$ cat config.mk
export PLATFORM = sky130hd
export DESIGN_NAME = dual_issue_scheduler_flat
export DESIGN_NICKNAME = d
export VERILOG_FILES = /design/src/rtl/dual_issue_scheduler_if.sv /design/src/rtl/dual_issue_scheduler.sv /design/src/flat_wrapper.sv
export SDC_FILE = /design/constraint.sdc
export NUM_CORES = 1
export LEC_CHECK = 0
export ABC_AREA = 1
export CORE_MARGIN = 2
export CORE_UTILIZATION = 47
export CTS_CLUSTER_DIAMETER = 80
export DETAILED_ROUTE_END_ITERATION = 16
export GPL_TIMING_DRIVEN = 0
export HOLD_SLACK_MARGIN = 0.08
export PLACE_DENSITY_LB_ADDON = 0.1
export SYNTH_ARGS = -nofsm -noshare
export SYNTH_HDL_FRONTEND = slang
export SYNTH_SLANG_ARGS = --single-unit
$ cat constraint.sdc
create_clock -name clk -period 6.41 [get_ports clk]
set_input_delay 1.923 -clock clk [delete_from_list [all_inputs] [get_ports clk]]
set_output_delay 1.923 -clock clk [all_outputs]
set_load 0.005 [all_outputs]
$ cat src/rtl/dual_issue_scheduler_if.sv
// rtl/dual_issue_scheduler_if.sv - fetch-pair input, issue outputs and counters of the dual-issue scheduler
interface dual_issue_scheduler_if #(
    parameter int CNT_W = 16
);
    logic             in_valid;
    logic             in_b_valid;
    logic [31:0]      in_instr_a;
    logic [31:0]      in_instr_b;
    logic [31:0]      in_pc;
    logic             in_ready;
    logic             issue_ready;
    logic             flush;
    logic             issue0_valid;
    logic [31:0]      issue0_instr;
    logic [31:0]      issue0_pc;
    logic             issue1_valid;
    logic [31:0]      issue1_instr;
    logic [31:0]      issue1_pc;
    logic [CNT_W-1:0] dual_cnt;
    logic [CNT_W-1:0] single_cnt;

    // Fetch/backend side driving the scheduler
    modport master (
        output in_valid, in_b_valid, in_instr_a, in_instr_b, in_pc,
        output issue_ready, flush,
        input  in_ready,
        input  issue0_valid, issue0_instr, issue0_pc,
        input  issue1_valid, issue1_instr, issue1_pc,
        input  dual_cnt, single_cnt
    );

    // Scheduler side
    modport slave (
        input  in_valid, in_b_valid, in_instr_a, in_instr_b, in_pc,
        input  issue_ready, flush,
        output in_ready,
        output issue0_valid, issue0_instr, issue0_pc,
        output issue1_valid, issue1_instr, issue1_pc,
        output dual_cnt, single_cnt
    );
endinterface

$ cat src/rtl/dual_issue_scheduler.sv
// rtl/dual_issue_scheduler.sv - buffers a fetch pair and issues it dual or split across two cycles
module dual_issue_scheduler #(
    parameter int CNT_W = 16
) (
    input  logic                  clk,
    input  logic                  reset,
    dual_issue_scheduler_if.slave bus
);

    typedef enum logic [1:0] {
        ST_EMPTY  = 2'd0,
        ST_PAIR   = 2'd1,
        ST_HOLD_B = 2'd2
    } state_t;

    typedef struct packed {
        logic wr;
        logic rd_rs1;
        logic rd_rs2;
        logic mem;
        logic ctrl;
    } dec_t;

    // Register usage and op class from the opcode; a write to x0 is no write
    function automatic dec_t decode(input logic [6:0] op, input logic [4:0] rd);
        dec_t d;
        d = '0;
        case (op)
            7'b0000011: begin d.wr = 1'b1; d.rd_rs1 = 1'b1; d.mem = 1'b1; end
            7'b0100011: begin d.rd_rs1 = 1'b1; d.rd_rs2 = 1'b1; d.mem = 1'b1; end
            7'b1101111: begin d.wr = 1'b1; d.ctrl = 1'b1; end
            7'b1100011: begin d.rd_rs1 = 1'b1; d.rd_rs2 = 1'b1; d.ctrl = 1'b1; end
            7'b0010011: begin d.wr = 1'b1; d.rd_rs1 = 1'b1; end
            7'b0110011: begin d.wr = 1'b1; d.rd_rs1 = 1'b1; d.rd_rs2 = 1'b1; end
            default:    d = '0;
        endcase
        if (rd == 5'd0) d.wr = 1'b0;
        return d;
    endfunction

    state_t           r_state;
    logic [31:0]      r_buf_a;
    logic [31:0]      r_buf_b;
    logic             r_buf_b_v;
    logic [31:0]      r_buf_pc;
    logic [CNT_W-1:0] r_dual_cnt;
    logic [CNT_W-1:0] r_single_cnt;

    dec_t        w_dec_a;
    dec_t        w_dec_b;
    logic        w_raw;
    logic        w_waw;
    logic        w_conflict;
    logic        w_dual;
    logic        w_drain;
    logic        w_in_ready;
    logic        w_accept;
    logic        w_count_en;
    logic [31:0] w_pc_b;

    assign w_dec_a = decode(r_buf_a[6:0], r_buf_a[11:7]);
    assign w_dec_b = decode(r_buf_b[6:0], r_buf_b[11:7]);

    assign w_raw = w_dec_a.wr &
                   ((w_dec_b.rd_rs1 & (r_buf_b[19:15] == r_buf_a[11:7])) |
                    (w_dec_b.rd_rs2 & (r_buf_b[24:20] == r_buf_a[11:7])));
    assign w_waw = w_dec_a.wr & w_dec_b.wr & (r_buf_a[11:7] == r_buf_b[11:7]);

    // Only meaningful while a real B sits next to A
    assign w_conflict = r_buf_b_v & (w_raw | w_waw | (w_dec_a.mem & w_dec_b.mem) | w_dec_a.ctrl);

    assign w_dual  = (r_state == ST_PAIR) & r_buf_b_v & ~w_conflict;
    assign w_drain = ((r_state == ST_PAIR) & ~w_conflict) | (r_state == ST_HOLD_B);
    assign w_pc_b  = r_buf_pc + 32'd4;

    assign w_in_ready = ~reset & ~bus.flush &
                        ((r_state == ST_EMPTY) | (bus.issue_ready & w_drain));
    assign w_accept   = bus.in_valid & w_in_ready;
    assign w_count_en = bus.issue_ready & ~bus.flush & (r_state != ST_EMPTY);

    assign bus.in_ready   = w_in_ready;
    assign bus.dual_cnt   = r_dual_cnt;
    assign bus.single_cnt = r_single_cnt;

    // Issue slots are a pure view of the buffer; EMPTY still drives buffer contents
    always_comb begin
        bus.issue0_valid = 1'b0;
        bus.issue0_instr = r_buf_a;
        bus.issue0_pc    = r_buf_pc;
        bus.issue1_valid = 1'b0;
        bus.issue1_instr = r_buf_b;
        bus.issue1_pc    = r_buf_pc;
        case (r_state)
            ST_PAIR: begin
                bus.issue0_valid = 1'b1;
                bus.issue1_valid = w_dual;
                bus.issue1_pc    = w_pc_b;
            end
            ST_HOLD_B: begin
                bus.issue0_valid = 1'b1;
                bus.issue0_instr = r_buf_b;
                bus.issue0_pc    = w_pc_b;
            end
            default: ;
        endcase
    end

    // Buffer and state: flush empties, an accepted pair reloads, a conflict leaves B behind
    always_ff @(posedge clk or posedge reset) begin
        if (reset) begin
            r_state   <= ST_EMPTY;
            r_buf_a   <= '0;
            r_buf_b   <= '0;
            r_buf_b_v <= 1'b0;
            r_buf_pc  <= '0;
        end else if (bus.flush) begin
            r_state <= ST_EMPTY;
        end else if (w_accept) begin
            r_state   <= ST_PAIR;
            r_buf_a   <= bus.in_instr_a;
            r_buf_b   <= bus.in_instr_b;
            r_buf_b_v <= bus.in_b_valid;
            r_buf_pc  <= bus.in_pc;
        end else if (bus.issue_ready && r_state != ST_EMPTY) begin
            if (r_state == ST_PAIR && w_conflict)
                r_state <= ST_HOLD_B;
            else
                r_state <= ST_EMPTY;
        end
    end

    // Issue-event counters, one event per cycle the backend takes something
    always_ff @(posedge clk or posedge reset) begin
        if (reset) begin
            r_dual_cnt   <= '0;
            r_single_cnt <= '0;
        end else if (w_count_en) begin
            if (w_dual)
                r_dual_cnt <= r_dual_cnt + 1'b1;
            else
                r_single_cnt <= r_single_cnt + 1'b1;
        end
    end

endmodule

$ cat src/flat_wrapper.sv
// flat-port wrapper written by rule: the top's interface ports become plain ports
module dual_issue_scheduler_flat 
#(
    parameter int CNT_W = 16
)
  (clk, reset, bus_in_valid, bus_in_b_valid, bus_in_instr_a, bus_in_instr_b, bus_in_pc, bus_issue_ready, bus_flush, bus_in_ready, bus_issue0_valid, bus_issue0_instr, bus_issue0_pc, bus_issue1_valid, bus_issue1_instr, bus_issue1_pc, bus_dual_cnt, bus_single_cnt);
  dual_issue_scheduler_if #(.CNT_W(CNT_W)) bus_i ();
  input  logic clk;
  input  logic reset;
  input wire logic [$bits(bus_i.in_valid)-1:0] bus_in_valid;
  input wire logic [$bits(bus_i.in_b_valid)-1:0] bus_in_b_valid;
  input wire logic [$bits(bus_i.in_instr_a)-1:0] bus_in_instr_a;
  input wire logic [$bits(bus_i.in_instr_b)-1:0] bus_in_instr_b;
  input wire logic [$bits(bus_i.in_pc)-1:0] bus_in_pc;
  input wire logic [$bits(bus_i.issue_ready)-1:0] bus_issue_ready;
  input wire logic [$bits(bus_i.flush)-1:0] bus_flush;
  output wire logic [$bits(bus_i.in_ready)-1:0] bus_in_ready;
  output wire logic [$bits(bus_i.issue0_valid)-1:0] bus_issue0_valid;
  output wire logic [$bits(bus_i.issue0_instr)-1:0] bus_issue0_instr;
  output wire logic [$bits(bus_i.issue0_pc)-1:0] bus_issue0_pc;
  output wire logic [$bits(bus_i.issue1_valid)-1:0] bus_issue1_valid;
  output wire logic [$bits(bus_i.issue1_instr)-1:0] bus_issue1_instr;
  output wire logic [$bits(bus_i.issue1_pc)-1:0] bus_issue1_pc;
  output wire logic [$bits(bus_i.dual_cnt)-1:0] bus_dual_cnt;
  output wire logic [$bits(bus_i.single_cnt)-1:0] bus_single_cnt;
  assign bus_i.in_valid = bus_in_valid;
  assign bus_i.in_b_valid = bus_in_b_valid;
  assign bus_i.in_instr_a = bus_in_instr_a;
  assign bus_i.in_instr_b = bus_in_instr_b;
  assign bus_i.in_pc = bus_in_pc;
  assign bus_i.issue_ready = bus_issue_ready;
  assign bus_i.flush = bus_flush;
  assign bus_in_ready = bus_i.in_ready;
  assign bus_issue0_valid = bus_i.issue0_valid;
  assign bus_issue0_instr = bus_i.issue0_instr;
  assign bus_issue0_pc = bus_i.issue0_pc;
  assign bus_issue1_valid = bus_i.issue1_valid;
  assign bus_issue1_instr = bus_i.issue1_instr;
  assign bus_issue1_pc = bus_i.issue1_pc;
  assign bus_dual_cnt = bus_i.dual_cnt;
  assign bus_single_cnt = bus_i.single_cnt;
  dual_issue_scheduler #(.CNT_W(CNT_W)) u_core (.clk(clk), .reset(reset), .bus(bus_i));
endmodule
==> results of run 1 <==
[registers in the layout, indices dropped and copies added (netlist names)]
name and count:
u_core.bus.dual_cnt 16, u_core.bus.issue1_instr 32, u_core.bus.single_cnt 16, u_core.r_buf_a 32, u_core.r_buf_b_v 1, u_core.r_buf_pc 32
u_core.r_state 2
[routing by layer]
layer	GRT usage (%)	up-vias
met5	0	-
li1	-	4167
met3	6.27	46
met1	37.1	4046
met4	11.7	0
met2	49.4	353
[layout make-up]
class                           count  share of cell area [%]
Clock buffer                       23                    4.09
Multi-Input combinational cell    816                    35.2
Sequential cell                   131                    28.6
Tap cell                          220                    2.41
Inverter                           91                    3.03
Timing Repair Buffer              264                    23.2
Clock inverter                      6                   0.503
Buffer                             72                    2.89
[layout by cell type (no fill, tap or decap), drive strengths merged, types with 3 or more instances in the layout]
| master | count |
|---|---|
| nand2 | 444 |
| clkdlybuf4s50 | 263 |
| dfrtp | 131 |
| nand4 | 110 |
| inv | 89 |
| o21ai | 88 |
| clkbuf | 66 |
| xor2 | 47 |
| nor2 | 37 |
| nand3 | 32 |
| buf | 30 |
| nor3 | 21 |
| xnor2 | 13 |
| nor4 | 6 |
| ha | 6 |
| clkinv | 6 |
| a21oi | 3 |
[through the flow]
| step | hold slack (ns) | worst slack (ns) | setup TNS [ns] | cell area [um^2] |
|---|---|---|---|---|
| detailed placement | 0.462 | -0.0288 | -0.0288 | 10900 |
| global placement | 0.454 | -1.05 | -136.26 | 10900 |
| floorplan | 0.442 | 0.989 | 0 | 7980 |
| finish | 0.475 | 0.185 | 0 | 11400 |
| CTS | 0.477 | 0.208 | 0 | 11400 |
| global route | 0.487 | 0.0990 | 0 | 11400 |
[power by group through the flow]
stage | registers [uW] | logic [uW] | clock network [uW]
4_1_cts | 1160 | 1110 | 892
3_5_place_dp | 1170 | 1100 | 0
2_1_floorplan | 1130 | 497 | 0
5_1_grt | 1190 | 1210 | 925
6_report | 1170 | 1100 | 886
3_3_place_gp | 1170 | 1080 | 0
[tightest hold or removal path: stages, from the launching register on]
cell and delay, ns:
dfrtp_1 0.34, nand2_1 0.05, nand2_1 0.05
[cell families after synthesis]
family          Yosys count
xor+xnor                 60
simple gates            652
fa+ha+maj                 6
compound gates           98
flops                   131
buf+inv                 163
[worst paths after layout]
| kind | endpoint | cells after the start | slack (ns) | startpoint |
|---|---|---|---|---|
| setup / recovery | bus_in_ready | 5 | 0.18 | reset |
| hold reg to reg | u_core.r_buf_a[21] | 2 | 0.47 | u_core.r_buf_a[21] |
| setup reg to reg | u_core.r_buf_pc[29] | 19 | 3.73 | u_core.bus.issue1_instr[4] |
| hold / removal | u_core.r_buf_a[21] | 2 | 0.47 | u_core.r_buf_a[21] |
| max in group asynchronous | u_core.bus.issue1_instr[5] | 3 | 3.60 | reset |
| min in group asynchronous | u_core.r_buf_pc[11] | 2 | 2.05 | reset |
==> metrics.yaml, run 1 <==
run_status:
  status: "finished clean"
logic_synthesis:
  synthesis.area_um2: 7980
  synth_top_area_share_pct: 41.1
  syn_avg_cell_area_um2: 7.18
  synth-seq-cells: 131
  yosys.area_share.simple_pct: 36.6
  synthDistinctLibCells: 37
  syn_inst: 1110
  synth_most_common_cell: "nand2_1"
  async_flop_share_pct: 100
  synth_adder_area_share_pct: 0.941
  syn_nets: 1218
  yosys_most_used_dff: "dfrtp_1"
  synth_xor_area_share_pct: 6.59
  synth_top_family_by_area: "simple AND/OR/NAND/NOR gates"
  yosysWarnings: 0
  synthMuxAreaShare_pct: 0
  synth_area_leaders: "dfrtp_1 41%, nand2_1 21%, nand4_1 8.5%, o21ai_0 5.5%, xor2_1 5.2%"
  yosys-top-cells-count: "441 x nand2_1, 131 x dfrtp_1, 108 x nand4_1, 87 x o21ai_0, 84 x inv_1"
  synth_edf_count: 0
  synth_top_area_cell: "dfrtp_1"
  synth_compound_gate_area_share_pct: 6.39
  yosysSeqAreaShare_pct: 41.1
timing:
  slew_violations: 0
  final.setup_skew_ns: 0.0121
  slew_headroom_pct: 53.0
  tightest_slew_ns: 0.705
  setup_viol: 0
  hold_violations: 0
  min_period_ns: 6.23
  period_share_pct: 97.1
  max_freq_mhz: 161
  rsz0062_at_grt: "false"
drt:
  ant_nets: 0
  first_pass_iters: 5
  top_layer_used: "met4"
  drc_errors: 0
  wl_met1_mm: 11.0
  wl_mm: 26.5
  drt_iter0_markers: 561
  wl_met2_mm: 12.8
  vias: 8612
  avgRoutedWirePerCell_um: 16.3
  dr_wl_met3_mm: 2.06
  viasPerCell: 5.31
power_and_ir_drop:
  total_power_uw: 3160
  power.share.clock_pct: 28.1
  ir_worst_vdd_mv: 0.189
  p_leak_uw: 0.00535
  pwr-share-comb_pct: 35.0
  swShare_pct: 32.9
  p_seq_share_pct: 36.9
  switchingPower_uw: 1040
  p_int_uw: 2120
  p_per_area_nw_per_um2: 276
setup_path:
  critPathMaxFanout: 10
  slowest_delay_ns: 0.58
  worst_ep_arrival_time_ns: 4.30
  startpoint_type: "primary input"
  cp_common_cell: "clkdlybuf4s50_1"
  path_class: "primary input to primary output"
  cp_slowest_cell: "nor2_2"
  cp_cell_sequence: "clkdlybuf4s50_1, nor2_2, clkbuf_1, a21boi_0, clkdlybuf4s50_1"
  cp_num_buf_inv: 3
  worstPathRequired_ns: 4.49
  cp-end-kind: "primary output"
  critPathTopFamily: "buffers and inverters"
grt:
  grt_overflow: 0
  grt_pass1_wl_mm: 41.5
  track_usage_pct: 29.4
  grt_max_degree: 69
  grt_pass1_vias: 8099
  antenna_found_initial: 0
final_layout:
  utilization_pct: 69.0
  regArea_um2: 3280
  multi_input_area_um2: 4030
  nNetsFinal: 1501
  syn2layout_area_growth_pct: 43.5
  drive_above_1_share_pct: 5.13
  n_antenna_cell: 0
  fillers: 1442
  stdcell_count: 1623
placed_design:
  gp_congestion: 0.921
  portBuffers: 263
  dpl.cell_count: 1594
  hpwl_mm: 20.3
floorplan:
  rows: 47
  ios: 265
  coreArea_um2: 16600
  die-area_um2: 18000
  fp.dieH_um: 134
  initial_core_util_pct: 48.1
  dieWidth_um: 134
clock_tree:
  cts-root-buf: "clkbuf_16"
  cts_sinks: 131
  h-tree-depth: 4
  cts_resized: 1
  clkSlewWorstSetupHoldPaths_ns: 0.05
  numCtsBuffers: 17
  hold_buffers: 0
  postCtsSetupRepairBufs: 0
  clock_latency_ns: 0.42
  cts_tree: "done"
  cts_max_path_buffers: 2
hold_path:
  min_path_type: "register to register"
flow_run:
  maxCapViolations: 0
Power figures use the tool's default switching activity.
==> run 2, diff against run 1 <==
ABC_AREA = unset   (was 1)
CAP_MARGIN = 40   (was unset)
CORE_UTILIZATION = 45   (was 47)
RECOVER_POWER = 100   (was unset)
==> run 2 against run 1 <==
Net effect:
- flip-flop and latch count is the same
- final cell count fell by 31%
- design area fell by 7.7%
- largest power group unchanged
- worst setup slack improved by 0.68 ns
- synthesized cell count decreased by 44%
- largest cell class unchanged
- utilization rose by 0.19 points
- via count down 33%
- clock power rose by 22%
- non-clock buffer count is 31 lower
- the flow now finishes with violations (max-capacitance violations, max-slew violations)
- area after synthesis fell by 12%
- maximum frequency increased by 12%
- critical path depth up 5
==> metrics.yaml, run 2 <==
run_status:
  status: "finished, violations left"
  violations: "max-capacitance violations, max-slew violations"
logic_synthesis:
  yosys_most_used_dff: "dfrtp_1"
  synth_most_common_cell: "dfrtp_1"
  synthesis.area_um2: 7040  # -12%
  syn_avg_cell_area_um2: 11.4  # +58%
  async_flop_share_pct: 100  # unchanged
  syn_inst: 619  # -44%
  synth_top_area_share_pct: 46.6  # +5.5 points
  yosysWarnings: 0  # unchanged
  synth_edf_count: 0  # unchanged
  yosysSeqAreaShare_pct: 46.6  # +5.5 points
  yosys-top-cells-count: "131 x dfrtp_1, 125 x mux2_2, 66 x xnor2_1, 45 x nand2_1, 36 x xor2_1"
  syn_nets: 727  # -40%
  synth-seq-cells: 131  # unchanged
  synthDistinctLibCells: 45  # +22%
  synth_area_leaders: "dfrtp_1 47%, mux2_2 20%, xnor2_1 8.2%, xor2_1 4.5%, nand2_1 2.4%"
  synth_top_area_cell: "dfrtp_1"
power_and_ir_drop:
  ir_worst_vdd_mv: 0.195  # +3.5%
  p_leak_uw: 0.00440  # -18%
  p_per_area_nw_per_um2: 311  # +13%
setup_path:
  startpoint_type: "register"
  cp-end-kind: "primary output"
  rr_worst_depth: 9  # -10
  timing.rr.start: "u_core.r_buf_a[8]"
  critPathMaxFanout: 7  # -3
  worstPathRequired_ns: 4.49  # about the same
  worst_ep_arrival_time_ns: 3.63  # -0.67 ns
  reg2reg_to: "u_core.r_buf_a[1]"
  path_class: "register to primary output"
  startpoint: "u_core.r_buf_pc[8]"
  worst-r2r-setup-slack_ns: 2.32  # -1.41 ns
drt:
  wl_mm: 20.0  # -25%
  avgRoutedWirePerCell_um: 17.7  # +8.7%
  drt_iter0_markers: 216  # -61%
  vias: 5770  # -33%
  drc_errors: 0  # unchanged
  ant_nets: 0  # unchanged
  first_pass_iters: 4  # -1
  viasPerCell: 5.12  # -3.4%
hold_path:
  min_path_type: "register to register"
  hold_depth: 1  # -1
  holdCritStartpoint: "u_core.bus.dual_cnt[15]"
  hold_end: "u_core.bus.dual_cnt[15]"
final_layout:
  utilization_pct: 69.2  # +0.19 points
  mostFrequentLayoutCell: "dlygate4sd3_1"
  drive_above_1_share_pct: 18.4  # +13 points
  syn2layout_area_growth_pct: 50.1
  n_antenna_cell: 0  # unchanged
  nNetsFinal: 1011  # -33%
  stdcell_count: 1126  # -31%
  design_area_um2: 10600  # -7.7%
  final_cell_mix: "157 x dlygate4sd3_1, 131 x dfrtp_1, 123 x mux2_2"
clock_tree:
  hold_buffers: 0  # unchanged
  numCtsBuffers: 17  # unchanged
  postCtsSetupRepairBufs: 0  # unchanged
  cts_tree: "done"
  cts_sinks: 131  # unchanged
  cts_max_path_buffers: 2  # unchanged
  clkSlewWorstSetupHoldPaths_ns: 0.06  # about the same
  cts_resized: 0  # -1
  clock_latency_ns: 0.42  # about the same
  cts-root-buf: "clkbuf_16"
  h-tree-depth: 4  # unchanged
floorplan:
  dieWidth_um: 129  # -3.9%
  die-area_um2: 16700  # -7.6%
  rows: 45  # -4.3%
  coreArea_um2: 15300  # -8.0%
  ios: 265  # unchanged
  fp.dieH_um: 129  # -3.9%
  initial_core_util_pct: 46.1  # -2.0 points
timing:
  tns_ns: 0  # unchanged
  slew_headroom_pct: -118  # -170 points
  min_period_ns: 5.55  # -0.676 ns
  final.setup_skew_ns: 0.0123  # +0.000244 ns
  setup_viol: 0  # unchanged
  slew_violations: 72  # +72
  rsz0062_at_grt: "false"
  holdWs_ns: 0.465  # -0.00910 ns
  period_share_pct: 86.6  # -11 points
  max_freq_mhz: 180  # +12%
  hold_violations: 0  # unchanged
  tightest_slew_ns: 3.25  # +2.55 ns
placed_design:
  gp_congestion: 0.858  # -6.8%
  dpl.cell_count: 1095  # -31%
  portBuffers: 264  # +0.38%
  hpwl_mm: 14.9  # -27%
  place_area_um2: 9970  # -8.6%
grt:
  grt_overflow: 0  # unchanged
  grt_max_degree: 73  # +5.8%
  grt_pass1_vias: 6076  # -25%
  antenna_found_initial: 0  # unchanged
  track_usage_pct: 24.7  # -4.7 points
  grt_pass1_wl_mm: 31.8  # -23%
flow_run:
  maxCapViolations: 1  # +1
run 2: cell families (layout without fill, tap and decap cells):
logic type	after synthesis	after routing	share of synthesized area, %
flops	131	131	46.6
mux	134	134	21.4
compound gates	22	22	2.31
xor+xnor	102	102	12.7
buf+inv	55	351	3.93
fa+ha+maj	6	6	1.07
simple gates	169	169	12.0
run 2: how the worst max path moves through the flow:
stage,to,slack (ns),cells past startpoint
2_1_floorplan,u_core.bus.dual_cnt[0],0.99,1
3_3_place_gp,u_core.bus.dual_cnt[0],-0.94,2
3_5_place_dp,bus_in_ready,1.18,5
4_1_cts,bus_issue0_pc[18],0.97,8
5_1_grt,bus_issue1_pc[29],0.64,10
6_report,bus_issue0_pc[31],0.86,10
run 2: routing by layer:
metal | vias to the layer above | track usage, % | share of wire, % | routed length, um
li1 | 2703 | - | - | -
met1 | 2829 | 29.7 | 42 | 8290
met2 | 213 | 42.0 | 49 | 9800
met3 | 25 | 8.51 | 7.5 | 1500
met4 | 0 | 7.80 | 1.9 | 378
met5 | - | 0 | 0 | 0
run 2: metrics by stage:
| stage | total power (uW) | setup WS, ns |
|---|---|---|
| final | 3280 | 0.860 |
| after CTS | 3400 | 0.973 |
| after global placement | 2280 | -0.940 |
| after global routing | 3460 | 0.637 |
| after detailed placement | 2310 | 1.18 |
| after floorplan | 1650 | 0.989 |
run 2: area by class of cell:
cell class	instances	area, um^2
fill	1180	4700
multi-input combinational	433	3470
sequential	131	3280
timing repair buffer	265	2670
clock buffer	19	443
tap	211	264
clock inverter	12	204
buffer	40	171
inverter	15	57.6
run 2: critical path, cell delays in order, from the launching register on:
cell,delay (ns)
dfrtp_1,0.32
clkbuf_1,0.27
nand3_1,0.17
or2_1,0.25
clkbuf_1,0.16
or4_1,0.56
nor2_1,0.37
nand2_1,0.17
nor2_1,0.18
xor2_1,0.17
dlygate4sd3_1,0.59
run 2: report_power, final:
part / leakage, uW / internal [uW] / total (uW) / switching, uW
Clock: 0.000318 / 701 / 1080 / 377
Combinational: 0.00249 / 647 / 1020 / 376
Sequential: 0.00159 / 1000 / 1180 / 177
==> run 3, diff against run 2 <==
CORE_ASPECT_RATIO = 0.9   (was unset)
SETUP_SLACK_MARGIN = 0.15   (was unset)
==> run 3 against run 2 <==
Net effect:
- the run still ends with max-capacitance violations, max-slew violations left
- total power is 2.7% lower
- count of clock-buffer cells in the layout decreased by 2
- die area about the same
- largest cell class unchanged
- largest power group unchanged
- highest routed layer unchanged
==> metrics.yaml, run 3 (same netlist as run 2, synthesis figures left out) <==
run_status:
  status: "finished, violations left"
  violations: "max-capacitance violations, max-slew violations"
final_layout:
  final_cell_mix: "157 x dlygate4sd3_1, 131 x dfrtp_1, 124 x mux2_2"
  nNetsFinal: 1011  # unchanged
  drive_above_1_share_pct: 18.7  # +0.31 points
  mostFrequentLayoutCell: "dlygate4sd3_1"
  utilization_pct: 68.6  # -0.62 points
  regArea_um2: 3280  # unchanged
  syn2layout_area_growth_pct: 49.4
  fillers: 1139  # -3.5%
  multi_input_area_um2: 3470  # unchanged
setup_path:
  cp_cell_sequence: "clkbuf_1, nand3_1, or2_1, clkbuf_1, or4_1, nor2_1, nand2_1, nor2_1, xor2_1, dlygate4sd3_1"
  worstPathRequired_ns: 4.49  # about the same
  startpoint_type: "register"
  cp_slowest_cell: "dlygate4sd3_1"
  cp-end-kind: "primary output"
  slowest_delay_ns: 0.59  # about the same
  critPathMaxFanout: 7  # unchanged
  worst_ep_arrival_time_ns: 3.61  # -0.02 ns
  path_class: "register to primary output"
clock_tree:
  cts_tree: "done"
  cts_resized: 0  # unchanged
  clkSlewWorstSetupHoldPaths_ns: 0.06  # about the same
  clock_latency_ns: 0.43  # about the same
  h-tree-depth: 4  # unchanged
  postCtsSetupRepairBufs: 0  # unchanged
  cts-root-buf: "clkbuf_16"
  numCtsBuffers: 17  # unchanged
  hold_buffers: 0  # unchanged
  cts_max_path_buffers: 2  # unchanged
  cts_sinks: 131  # unchanged
drt:
  wl_mm: 19.3  # -3.2%
  ant_nets: 0  # unchanged
  drc_errors: 0  # unchanged
  viasPerCell: 5.11  # -0.25%
  first_pass_iters: 7  # +3
  avgRoutedWirePerCell_um: 17.3  # -2.6%
  drt_iter0_markers: 217  # +0.46%
  vias: 5720  # -0.87%
grt:
  grt_overflow: 0  # unchanged
  grt_max_degree: 93  # +27%
  grt_pass1_wl_mm: 30.6  # -3.7%
  antenna_found_initial: 1  # +1
  grt_pass1_vias: 5832  # -4.0%
  track_usage_pct: 23.8  # -0.86 points
floorplan:
  fp.dieH_um: 123  # -5.0%
  dieWidth_um: 136  # +5.2%
  rows: 43  # -4.4%
  ios: 265  # unchanged
  die-area_um2: 16700  # about the same
  initial_core_util_pct: 45.9  # -0.23 points
  coreArea_um2: 15300  # +0.49%
hold_path:
  min_path_type: "register to register"
placed_design:
  gp_congestion: 0.829  # -3.4%
  portBuffers: 264  # unchanged
  hpwl_mm: 14.5  # -2.8%
flow_run:
  maxCapViolations: 1  # unchanged
timing:
  setup_viol: 0  # unchanged
  slew_violations: 40  # -44%
  hold_violations: 0  # unchanged
  rsz0062_at_grt: "false"
  slew_headroom_pct: -24.5  # +94 points
  period_share_pct: 86.3  # -0.25 points
  final.setup_skew_ns: 0.0151  # +0.00279 ns
  tightest_slew_ns: 1.86  # -1.40 ns
  min_period_ns: 5.53  # -0.0159 ns
  max_freq_mhz: 181  # +0.29%
power_and_ir_drop:
  p_seq_share_pct: 36.8  # +0.9 points
  power.share.clock_pct: 31.4  # -1.5 points
  p_int_uw: 2240  # -4.7%
  switchingPower_uw: 952  # +2.4%
  p_per_area_nw_per_um2: 304  # -2.3%
  swShare_pct: 29.8  # +1.5 points
  total_power_uw: 3190  # -2.7%
  ir_worst_vdd_mv: 0.206  # +5.7%
  p_leak_uw: 0.00438  # -0.55%
  pwr-share-comb_pct: 31.8  # +0.6 points
## run 3: cell types whose count changed in the layout (fill, tap and decap cells not counted), moves of 2 or more
cell	delta
bufinv_16	-3
clkinv_2	-2
clkinv_4	-2
clkinvlp_4	+2
inv_6	+4
inv_8	+3
## run 3: metrics by stage
stage	TNS, ns	hold slack [ns]	setup slack (ns)	instances	instance area (um^2)
6_report	0	0.464	0.876	1119	10500
5_1_grt	0	0.493	0.565	1119	10500
4_1_cts	0	0.474	1.05	1118	10600
3_5_place_dp	0	0.461	1.19	1086	9960
3_3_place_gp	-116.23	0.458	-0.891	1085	9930
2_1_floorplan	0	0.465	0.989	619	7040
## run 3: power groups by stage
stage | Sequential, uW | Clock (uW) | Combinational (uW)
floorplan | 1150 | 0 | 501
global placement | 1180 | 0 | 1090
detailed placement | 1190 | 0 | 1120
CTS | 1180 | 1020 | 1120
global route | 1200 | 1070 | 1110
finish | 1170 | 1000 | 1020
## run 3: worst paths after layout
check	slack, ns	depth (start not counted)	from	endpoint
max in group asynchronous	2.86	3	reset	u_core.r_buf_a[9]
worst min-delay path	0.46	1	u_core.bus.dual_cnt[15]	u_core.bus.dual_cnt[15]
min in group asynchronous	2.45	2	reset	u_core.r_buf_pc[7]
worst min register to register	0.46	1	u_core.bus.dual_cnt[15]	u_core.bus.dual_cnt[15]
worst max register to register	2.21	9	u_core.r_buf_a[8]	u_core.r_buf_a[0]
worst max-delay path	0.88	10	u_core.r_buf_pc[8]	bus_issue0_pc[31]
## run 3: per-layer routing
| metal | global-route usage, % | wire length (um) |
|---|---|---|
| met3 | 8.47 | 1570 |
| met2 | 40.1 | 9670 |
| met5 | 0 | 0 |
| met1 | 29.1 | 7810 |
| met4 | 6.77 | 259 |
## run 3: critical path: cells and delay by family, from the launching register on
family / cells / cell delay [ns]
xor+xnor: 1 / 0.18
buf+inv: 3 / 1.02
flops: 1 / 0.32
simple gates: 6 / 1.68
## run 3: final cells by class
| type | count | area share (%) |
|---|---|---|
| clock buffers | 17 | 4.05 |
| plain buffers | 40 | 1.63 |
| clock inverters | 15 | 1.77 |
| multi-input cells | 433 | 33.0 |
| diodes | 1 | 0.0238 |
| inverters | 15 | 0.547 |
| repair buffers | 265 | 25.4 |
| well taps | 202 | 2.40 |
| flip-flops and latches | 131 | 31.2 |
